==> config.mk <==
export PLATFORM = sky130hd
export DESIGN_NAME = toll_gate_array_ctrl
export DESIGN_NICKNAME = d
export VERILOG_FILES = /design/src/rtl/toll_pkg.sv /design/src/rtl/toll_lane_fsm.sv /design/src/rtl/toll_gate_array_ctrl.sv
export SDC_FILE = /design/constraint.sdc
export NUM_CORES = 1
export LEC_CHECK = 0
export ABC_AREA = 1
export CAP_MARGIN = 20
export CORE_UTILIZATION = 52
export CTS_CLUSTER_SIZE = 14
export DETAILED_ROUTE_END_ITERATION = 12
export HOLD_SLACK_MARGIN = 0.06
export PLACE_DENSITY_LB_ADDON = 0.2
export RECOVER_POWER = 100
export SLEW_MARGIN = 10
export SYNTH_ARGS = -nofsm -noshare
export SYNTH_HDL_FRONTEND = slang
export SYNTH_SLANG_ARGS = --single-unit
==> constraint.sdc <==
create_clock -name clk -period 4.1 [get_ports clk]
set_input_delay 0.82 -clock clk [delete_from_list [all_inputs] [get_ports clk]]
set_output_delay 0.82 -clock clk [all_outputs]
set_load 0.01 [all_outputs]
==> src/rtl/toll_pkg.sv <==
// toll_pkg: shared lane state encoding and E-pass code helpers for the toll gate array.
package toll_pkg;
   typedef enum logic [1:0] {IDLE = 2'b00, MEASURE = 2'b01, VALIDATE = 2'b10, OPEN = 2'b11} lane_state_t;
   localparam logic [1:0] EPASS_ACCEPT = 2'b10;
   localparam logic [1:0] EPASS_REJECT = 2'b01;
   function automatic logic epass_pending(input logic [1:0] code);
      return code == 2'b00 || code == 2'b11;
   endfunction
endpackage

==> src/rtl/toll_lane_fsm.sv <==
// toll_lane_fsm: one entry lane -- transit timing, E-pass validation with timeout, barrier control.
module toll_lane_fsm
   import toll_pkg::*;
#(
   parameter int TIME_W  = 8,
   parameter int TIMEOUT = 200
) (
   input  logic              clk,
   input  logic              reset_n,
   input  logic              grant,
   input  logic              s_mid,
   input  logic              s_exit,
   input  logic [1:0]        epass,
   output logic              calc_req,
   output logic [TIME_W-1:0] transit_time,
   output logic              gate_up,
   output logic              reject,
   output logic              arrival,
   output logic              busy
);
   localparam logic [15:0] WAIT_LAST = 16'(TIMEOUT - 1);
   lane_state_t state, state_nx;
   logic [TIME_W-1:0] timer, timer_nx, transit_nx;
   logic [15:0] wait_cnt, wait_nx;
   logic exit_prev, calc_nx, reject_nx;
   assign gate_up = state == OPEN;
   assign busy = state != IDLE;
   always_ff @(posedge clk or negedge reset_n)
      if (!reset_n) begin
         state        <= IDLE;
         timer        <= '0;
         wait_cnt     <= '0;
         transit_time <= '0;
         calc_req     <= 1'b0;
         reject       <= 1'b0;
         exit_prev    <= 1'b0;
      end else begin
         state        <= state_nx;
         timer        <= timer_nx;
         wait_cnt     <= wait_nx;
         transit_time <= transit_nx;
         calc_req     <= calc_nx;
         reject       <= reject_nx;
         exit_prev    <= s_exit;
      end
   // arrival is combinational so occupancy counts the car on the same edge its reservation is released
   always_comb begin
      state_nx   = state;
      timer_nx   = timer;
      wait_nx    = wait_cnt;
      transit_nx = transit_time;
      calc_nx    = 1'b0;
      reject_nx  = 1'b0;
      arrival    = 1'b0;
      case (state)
         IDLE:
            if (grant) begin
               state_nx = MEASURE;
               timer_nx = '0;
            end
         MEASURE:
            if (s_mid) begin
               state_nx   = VALIDATE;
               transit_nx = timer;
               calc_nx    = 1'b1;
               wait_nx    = '0;
            end else if (timer != '1) timer_nx = timer + 1'b1;
         VALIDATE:
            if (epass == EPASS_ACCEPT) state_nx = OPEN;
            else if (!epass_pending(epass) || wait_cnt == WAIT_LAST) begin
               state_nx  = IDLE;
               reject_nx = 1'b1;
            end else wait_nx = wait_cnt + 1'b1;
         OPEN:
            if (exit_prev && !s_exit) begin
               state_nx = IDLE;
               arrival  = 1'b1;
            end
         default: state_nx = IDLE;
      endcase
   end
endmodule

==> src/rtl/toll_gate_array_ctrl.sv <==
// toll_gate_array_ctrl: multi-lane toll gate controller with admission arbitration against
// a shared, saturating lot-occupancy counter that reserves space for cars already in a lane.
module toll_gate_array_ctrl
   import toll_pkg::*;
#(
   parameter int NUM_LANES = 2,
   parameter int TIME_W    = 8,
   parameter int TIMEOUT   = 200,
   parameter int CNT_W     = 6,
   parameter int CAPACITY  = 40
) (
   input  logic                        clk,
   input  logic                        reset_n,
   input  logic [NUM_LANES-1:0]        s_in,
   input  logic [NUM_LANES-1:0]        s_mid,
   input  logic [NUM_LANES-1:0]        s_exit,
   input  logic [2*NUM_LANES-1:0]      epass,
   input  logic                        lot_exit,
   output logic [NUM_LANES-1:0]        calc_req,
   output logic [TIME_W*NUM_LANES-1:0] transit_time,
   output logic [NUM_LANES-1:0]        gate_up,
   output logic [NUM_LANES-1:0]        reject,
   output logic [CNT_W-1:0]            occupancy,
   output logic                        lot_full
);
   localparam int SUM_W = CNT_W + 5;
   logic [NUM_LANES-1:0] busy, arrival, req, grant;
   logic [SUM_W-1:0] in_flight, arrivals, occ_add, occ_net;
   logic [CNT_W-1:0] occ_nx;
   logic exit_prev, departure;
   for (genvar g = 0; g < NUM_LANES; g++) begin : g_lane
      toll_lane_fsm #(.TIME_W(TIME_W), .TIMEOUT(TIMEOUT)) u_lane (
         .clk(clk),
         .reset_n(reset_n),
         .grant(grant[g]),
         .s_mid(s_mid[g]),
         .s_exit(s_exit[g]),
         .epass(epass[2*g +: 2]),
         .calc_req(calc_req[g]),
         .transit_time(transit_time[TIME_W*g +: TIME_W]),
         .gate_up(gate_up[g]),
         .reject(reject[g]),
         .arrival(arrival[g]),
         .busy(busy[g])
      );
   end
   assign departure = exit_prev && !lot_exit;
   assign lot_full  = SUM_W'(occupancy) + in_flight >= SUM_W'(CAPACITY);
   assign req       = s_in & ~busy;
   // lowest requesting index wins; nobody is admitted once space is fully reserved
   assign grant     = lot_full ? '0 : req & (~req + NUM_LANES'(1));
   always_comb begin
      in_flight = '0;
      arrivals  = '0;
      for (int i = 0; i < NUM_LANES; i++) begin
         in_flight = in_flight + SUM_W'(busy[i]);
         arrivals  = arrivals + SUM_W'(arrival[i]);
      end
      occ_add = SUM_W'(occupancy) + arrivals;
      occ_net = occ_add - SUM_W'(departure && occ_add != '0);
      occ_nx  = occ_net > SUM_W'(CAPACITY) ? CNT_W'(CAPACITY) : occ_net[CNT_W-1:0];
   end
   always_ff @(posedge clk or negedge reset_n)
      if (!reset_n) begin
         occupancy <= '0;
         exit_prev <= 1'b0;
      end else begin
         occupancy <= occ_nx;
         exit_prev <= lot_exit;
      end
endmodule

**After elaboration in Yosys (flattened, before gate mapping)**

Cells that the tools add are included.

- $add $sub $neg: 10
- $lt $le $gt $ge: 2
- Eq/ne operators: 30
- Mux-type cells: 44
- Bitwise logic cells: 4
- Reductions and logical operators: 32

Operators with widths:

| operator | number |
|---|---|
| 2-to-1 mux 16 bit | 6 |
| one-hot mux 16 bit (2 select lines) | 2 |
| 2-to-1 mux 8 bit | 6 |
| adder 16 x 1 -> 16 bit (second input constant) | 2 |
| equality test 16 x 8 -> 1 bit (second input constant) | 2 |
| one-hot mux 8 bit (2 select lines) | 2 |
| != test 2 bit (second input constant) | 12 |
| AND reduction 4 bit | 6 |
| 2-to-1 mux 2 bit | 11 |
| adder 8 x 1 -> 8 bit (second input constant) | 2 |
| equality test 2 bit (second input constant) | 8 |
| != test 8 bit (second input constant) | 2 |
| one-hot mux 2 bit (4 select lines) | 2 |
| 2-to-1 mux 1 bit | 14 |
| nonzero test 2 bit | 6 |
| adder 6 x 11 -> 11 bit | 1 |
| greater-or-equal comparator 11 x 6 -> 1 bit (second input constant) | 1 |
| greater-than comparator 11 x 6 -> 1 bit (second input constant) | 1 |
| nonzero test 11 bit | 1 |
| zero test 2 bit | 4 |
| subtractor 7 x 1 -> 8 bit | 1 |
| adder 6 x 2 -> 7 bit | 1 |
| 2-to-1 mux 6 bit | 1 |
| != test 3 x 1 -> 1 bit (second input constant) | 2 |
| 10 further kinds | 26 |

- Flip-flop bits (word level): 81
- Bits of input ports: 13
- Output and inout bits: 29
- Logic and storage cells: 138

**Depth between registers and ports, before layout**

- Word-level depth: 11
- Gate-level depth with buffers: 24
- Mapped depth without buffers: 24

**Modules after synthesis**

Synthesis repeated with hierarchy kept, for this count alone.

- Cells, all modules: 713
- Area, all modules: 5046.1 um2

By module, submodules not included:

| module | times used | cells an instance | area each (um2) | seq. area each (um2) |
|---|---|---|---|---|
| toll_lane_fsm | 2 | 295 | 2122.0 | 925.9 |
| toll_gate_array_ctrl | 1 | 123 | 802.0 | 175.2 |

**Least setup slack after synthesis**

No wires, ideal clock.

- Kind: input -> register
- Start: input s_exit[0]
- End: register occupancy[0]
- Setup time: 0.071 ns
- Arrival: 3.174 ns
- Data required time: 4.029 ns
- Path slack: 0.855 ns
- Cell stages on the path: 21
- Buffers on the path: 0
- Path through: nor3_1 > fa_1 > ha_1 > nand2_1 > nor2_1 > inv_1 > nand2_2 > nand2_1 > nor2_2 > nand3_1 > nand2_1 > nor2_1 > ha_1 > ha_1 > nand2_1 > nand3b_1 > nand3_1 > nand2_1 > nand2_1 > nand2_1 > nor2_1

- Longest elaborated chain between the ends: 11

Ends and longest elaborated chain:

| element | RTL line | RTL |
|---|---|---|
| start, declared | toll_gate_array_ctrl.sv:16 | `input logic [NUM_LANES-1:0] s_exit,` |
| zero test 1 bit (*) | toll_lane_fsm.sv:75 | `if (exit_prev && !s_exit) begin` |
| logical AND 1 bit (*) | toll_lane_fsm.sv:75 |  |
| 2-to-1 mux 1 bit (*) | toll_lane_fsm.sv:75 |  |
| 2-to-1 mux 1 bit (*) | toll_lane_fsm.sv:55 | `case (state)` |
| adder 1 x 1 -> 2 bit (*) | toll_gate_array_ctrl.sv:57 | `arrivals = arrivals + SUM_W'(arrival[i]);` |
| adder 6 x 2 -> 7 bit (*) | toll_gate_array_ctrl.sv:59 | `occ_add = SUM_W'(occupancy) + arrivals;` |
| nonzero test 11 bit | toll_gate_array_ctrl.sv:60 | `occ_net = occ_add - SUM_W'(departure && occ_add != '0);` |
| logical AND 1 bit | toll_gate_array_ctrl.sv:60 |  |
| subtractor 7 x 1 -> 8 bit (*) | toll_gate_array_ctrl.sv:60 |  |
| greater-than comparator 11 x 6 -> 1 bit | toll_gate_array_ctrl.sv:61 | `occ_nx = occ_net > SUM_W'(CAPACITY) ? CNT_W'(CAPACITY) : occ_net[CNT_W-1:0];` |
| 2-to-1 mux 6 bit (*) | toll_gate_array_ctrl.sv:61 |  |
| named net occ_nx[0] | toll_gate_array_ctrl.sv:29 | `logic [CNT_W-1:0] occ_nx;` |
| end signal, assigned | toll_gate_array_ctrl.sv:68 | `occupancy <= occ_nx;` |
| end, declared | toll_gate_array_ctrl.sv:23 | `output logic [CNT_W-1:0] occupancy,` |

Mark *: on every way through the listed nets, which the timed path passes. The rest lies on a longest branch.
A chain may end at the register's enable or synchronous reset.

**Final worst setup path**

- Start: register g_lane[0].u_lane.state[0]
- End: output lot_full

- Longest elaborated chain between the ends: 4

Ends and longest elaborated chain:

| element | RTL line | RTL |
|---|---|---|
| start, declared | toll_lane_fsm.sv:22 | `lane_state_t state, state_nx;` |
| start signal, assigned | toll_lane_fsm.sv:38 | `state <= state_nx;` |
| nonzero test 2 bit | toll_lane_fsm.sv:27 | `assign busy = state != IDLE;` |
| adder 1 x 1 -> 2 bit | toll_gate_array_ctrl.sv:56 | `in_flight = in_flight + SUM_W'(busy[i]);` |
| adder 6 x 11 -> 11 bit | toll_gate_array_ctrl.sv:48 | `assign lot_full = SUM_W'(occupancy) + in_flight >= SUM_W'(CAPACITY);` |
| greater-or-equal comparator 11 x 6 -> 1 bit | toll_gate_array_ctrl.sv:48 |  |
| end, declared | toll_gate_array_ctrl.sv:24 | `output logic lot_full` |

No other way between the ends.

==> flow_metrics.tcl <==
set metrics [dict create \
    synthAdderAreaFrac 0.0414 \
    combPwrFrac 0.370 \
    cp_slowest_cell "clkdlybuf4s50_1" \
    utilization 0.599 \
    crit_type "flop to output pin" \
    crit_required_ns 3.28 \
    clockBufferDepth 2 \
    root_buffer "clkbuf_8" \
    final_layout_size_suffix_gt1_frac 0.0563 \
    critPathArrivalTime_ns 2.96 \
    routed-via-count 4336 \
    vias_per_cell 5.27 \
    insertion_delay_ns 0.36 \
    worstMarginPinSlew_ns 1.77 \
    drtPass1Iterations 6 \
    fin_area_sq_um 5510 \
    synth_seq_cells 81 \
    fin_cells 822 \
    ioPinCount 42 \
    drt_iter0_drc 192 \
    max_freq_mhz 264 \
    seqPwrFrac 0.392 \
    grt_pass1_wl_um 18000 \
    die_w_um 99.1 \
    fp-row-count 35 \
    fillers 840 \
    cap_viol_max_count 1 \
    grt.overflow.total 0 \
    finalClockSkew_ns 0.0180 \
    grt_pass1_vias 4006 \
    min-delay-start "g_lane[1].u_lane.transit_time[7]" \
    path_cells "inv_1 > nand2_1 > ha_1 > ha_1 > inv_1 > fa_1 > inv_1 > nor2_1 > nand3_1 > nand3_1 > inv_1 > clkdlybuf4s50_1" \
    grt_use_total 0.225 \
    clk_pin_slew_ns 0.09 \
    initial_core_util 0.533 \
    nets 734 \
    power.leakage_nw 2.77 \
    post_synth_num_cell_types 32 \
    synth-simple-area-share 0.343 \
    area_growth_syn_to_layout_pct 12.5 \
    pwr_density_cell_nw_per_um2 468 \
    seq_area_frac_synth 0.414 \
    htree_num_levels 3 \
    synth-compound-area-share 0.0763 \
    syn_area_sq_um 4900 \
    final_max_slew_viol_count 36 \
    dp_worst_setup_slack_ns -0.0339 \
    min_path_type "flop to flop" \
    yosys_warnings 0 \
    die_y_um 99.1 \
    drc 0 \
    design.die.area_sq_um 9820 \
    gp_congestion 0.946 \
    switching_power_mw 1.07 \
    io_buffers 41 \
    synthMuxAreaShare 0 \
    syn_area_per_cell_sq_um 7.38 \
    avgRoutedWirePerCell_um 12.5 \
    outcome "finished with violations" \
    hold_buffers 0 \
    period_share 0.922 \
    dp_cells 805 \
    synth_xor_xnor_area_share 0.0375 \
    routed_wl_um 10200 \
    clockPowerShare 0.239 \
    hold_depth 2 \
    violations "capacitance limit, slew limit" \
    antenna_found_initial 0 \
    route.antenna.remaining_nets 0 \
    cp-end-kind "output pin" \
    slew_headroom -0.182 \
    num_antenna_cells 0 \
    min_period_ns 3.78 \
    cpMostUsedCell "inv_1" \
    numCtsBuffers 9 \
    setup_slack_ns 0.319 \
    cp_max_fo 5 \
    worstRegToRegCells 25 \
    synth_top_family_by_area "simple AND/OR/NAND/NOR gates" \
    syn_inst 664 \
    grt_max_degree 82 \
    coreArea_sq_um 9200 \
    switching_share 0.414 \
    start_kind "flop" \
    syn_nets 692 \
    setup_viol 0 \
    cts.sinks 81 \
    whs_endpoint "g_lane[1].u_lane.transit_time[7]" \
    hold_viol_final 0 \
    r2r_end "occupancy[2]" \
    max_stage_delay_ns 0.53 \
    place_area_sq_um 5360 \
    vdd_drop_max_v 0.000292 \
    tns_ns 0 \
    cts_tree "built" \
    dp_hpwl_um 7530 \
    r2r-start "g_lane[0].u_lane.state[1]" \
    internal_power_mw 1.51 \
    r2r_setup_slack_ns 0.78 \
]
[registers in the layout (all words and copies together), names as in the netlist, 2 cells and up]
name / count
g_lane.u_lane.timer: 16
g_lane.u_lane.state: 4
occupancy: 6
g_lane.u_lane.reject: 2
g_lane.u_lane.exit_prev: 2
g_lane.u_lane.wait_cnt: 32
g_lane.u_lane.transit_time: 16
g_lane.u_lane.calc_req: 2
[critical path, delay by kind of cell, from the launching register on]
family	cells	cell delay, ns
flops	1	0.43
simple gates	4	0.42
fa+ha+maj	3	0.83
buf+inv	5	0.93
[cell families (layout without fill, tap and decap cells)]
logic type / count (synthesis) / count (layout)
flip-flops: 81 / 81
AND/OR/NAND/NOR: 384 / 384
XOR/XNOR: 21 / 21
AO/OA/AOI/OAI: 64 / 64
adder cells (fa/ha/maj): 15 / 15
buffers and inverters: 99 / 146
[power groups by stage]
stage,sequential [mW],combinational (mW),clock [mW]
after floorplan,1.02,0.759,0
after global placement,1.02,0.982,0
after detailed placement,1.03,1.01,0
after CTS,1.01,1.02,0.633
after global routing,1.03,1.09,0.660
final,1.01,0.954,0.616
[Yosys cell counts]
library cell,number,share of area
a21boi_0,2,0.0031
a21oi_1,7,0.0071
a21oi_4,1,0.0033
a31o_2,2,0.0036
a31oi_1,1,0.0013
buf_4,8,0.012
buf_6,4,0.0092
clkbuf_1,2,0.0015
dfrtp_1,81,0.41
fa_1,2,0.0082
ha_1,13,0.033
inv_1,78,0.060
inv_2,7,0.0054
nand2_1,206,0.16
nand2_2,8,0.010
nand2_4,1,0.0023
nand3_1,60,0.061
nand3_4,1,0.0036
nand3b_1,3,0.0046
nand4_1,20,0.026
nor2_1,58,0.044
nor2_2,2,0.0026
nor2_4,3,0.0069
nor3_1,18,0.018
o21ai_0,38,0.039
o21ai_1,5,0.0051
o21ai_2,7,0.013
o21bai_1,1,0.0015
or2_2,3,0.0038
or2_4,1,0.0018
xnor2_1,1,0.0018
xor2_1,20,0.036
[through the flow]
stage               hold WS, ns  power, mW
global route              0.502       2.78
floorplan                 0.475       1.78
detailed placement        0.464       2.04
global placement          0.461       2.01
CTS                       0.489       2.66
finish                    0.478       2.58
[metal layers]
layer  share of wire  track usage
met1            0.48        0.306
met4           0.010       0.0690
met2            0.47        0.371
met5               0            0
met3           0.037       0.0340
[what timing repair did]
action / in CTS / in global routing
buffers inserted: 0 / 0
setup endpoints to repair: 0 / 3
gates resized for setup: 0 / 3
[final cells by class]
cell class,count,area [sq um],area share
clock buffers,9,124,0.0225
clock inverters,7,81.3,0.0148
inverters,85,319,0.0579
multi-input cells,484,2390,0.434
flip-flops and latches,81,2030,0.368
well taps,111,139,0.0252
repair buffers,45,432,0.0783
[how the worst max path moves through the flow]
stage | slack (ns) | cells after the start | to | startpoint
after floorplan | 0.86 | 21 | occupancy[0] | s_exit[0]
after CTS | 0.32 | 25 | occupancy[2] | s_exit[0]
after global placement | 0.09 | 23 | occupancy[0] | s_exit[0]
final | 0.32 | 12 | lot_full | g_lane[0].u_lane.state[0]
after global routing | -0.001 | 24 | occupancy[2] | s_exit[0]
after detailed placement | -0.03 | 25 | occupancy[2] | s_exit[0]
[placed cells by master (no fill, tap or decap)]
cell	synthesis	routed
a21boi_0	2	2
a21oi_1	7	7
a21oi_4	1	1
a31o_2	2	2
a31oi_1	1	1
buf_4	8	3
bufinv_16	0	1
clkbuf_1	2	1
clkbuf_2	0	1
clkbuf_8	0	9
clkdlybuf4s50_1	0	9
clkinv_4	0	1
clkinvlp_4	0	1
dfrtp_1	81	81
dlygate4sd3_1	0	31
fa_1	2	1
fa_2	0	1
ha_1	13	13
inv_1	78	81
inv_2	7	4
inv_6	0	4
nand2_1	206	212
nand2_2	8	3
nand3_1	60	60
nand3_4	1	1
nand3b_1	3	3
nand4_1	20	20
nor2_1	58	59
nor2_2	2	2
nor2_4	3	2
nor3_1	18	18
o21ai_0	38	50
o21bai_1	1	1
or2_2	3	3
or2_4	1	1
xnor2_1	1	1
xor2_1	20	20
Power figures use the tool's default switching activity.
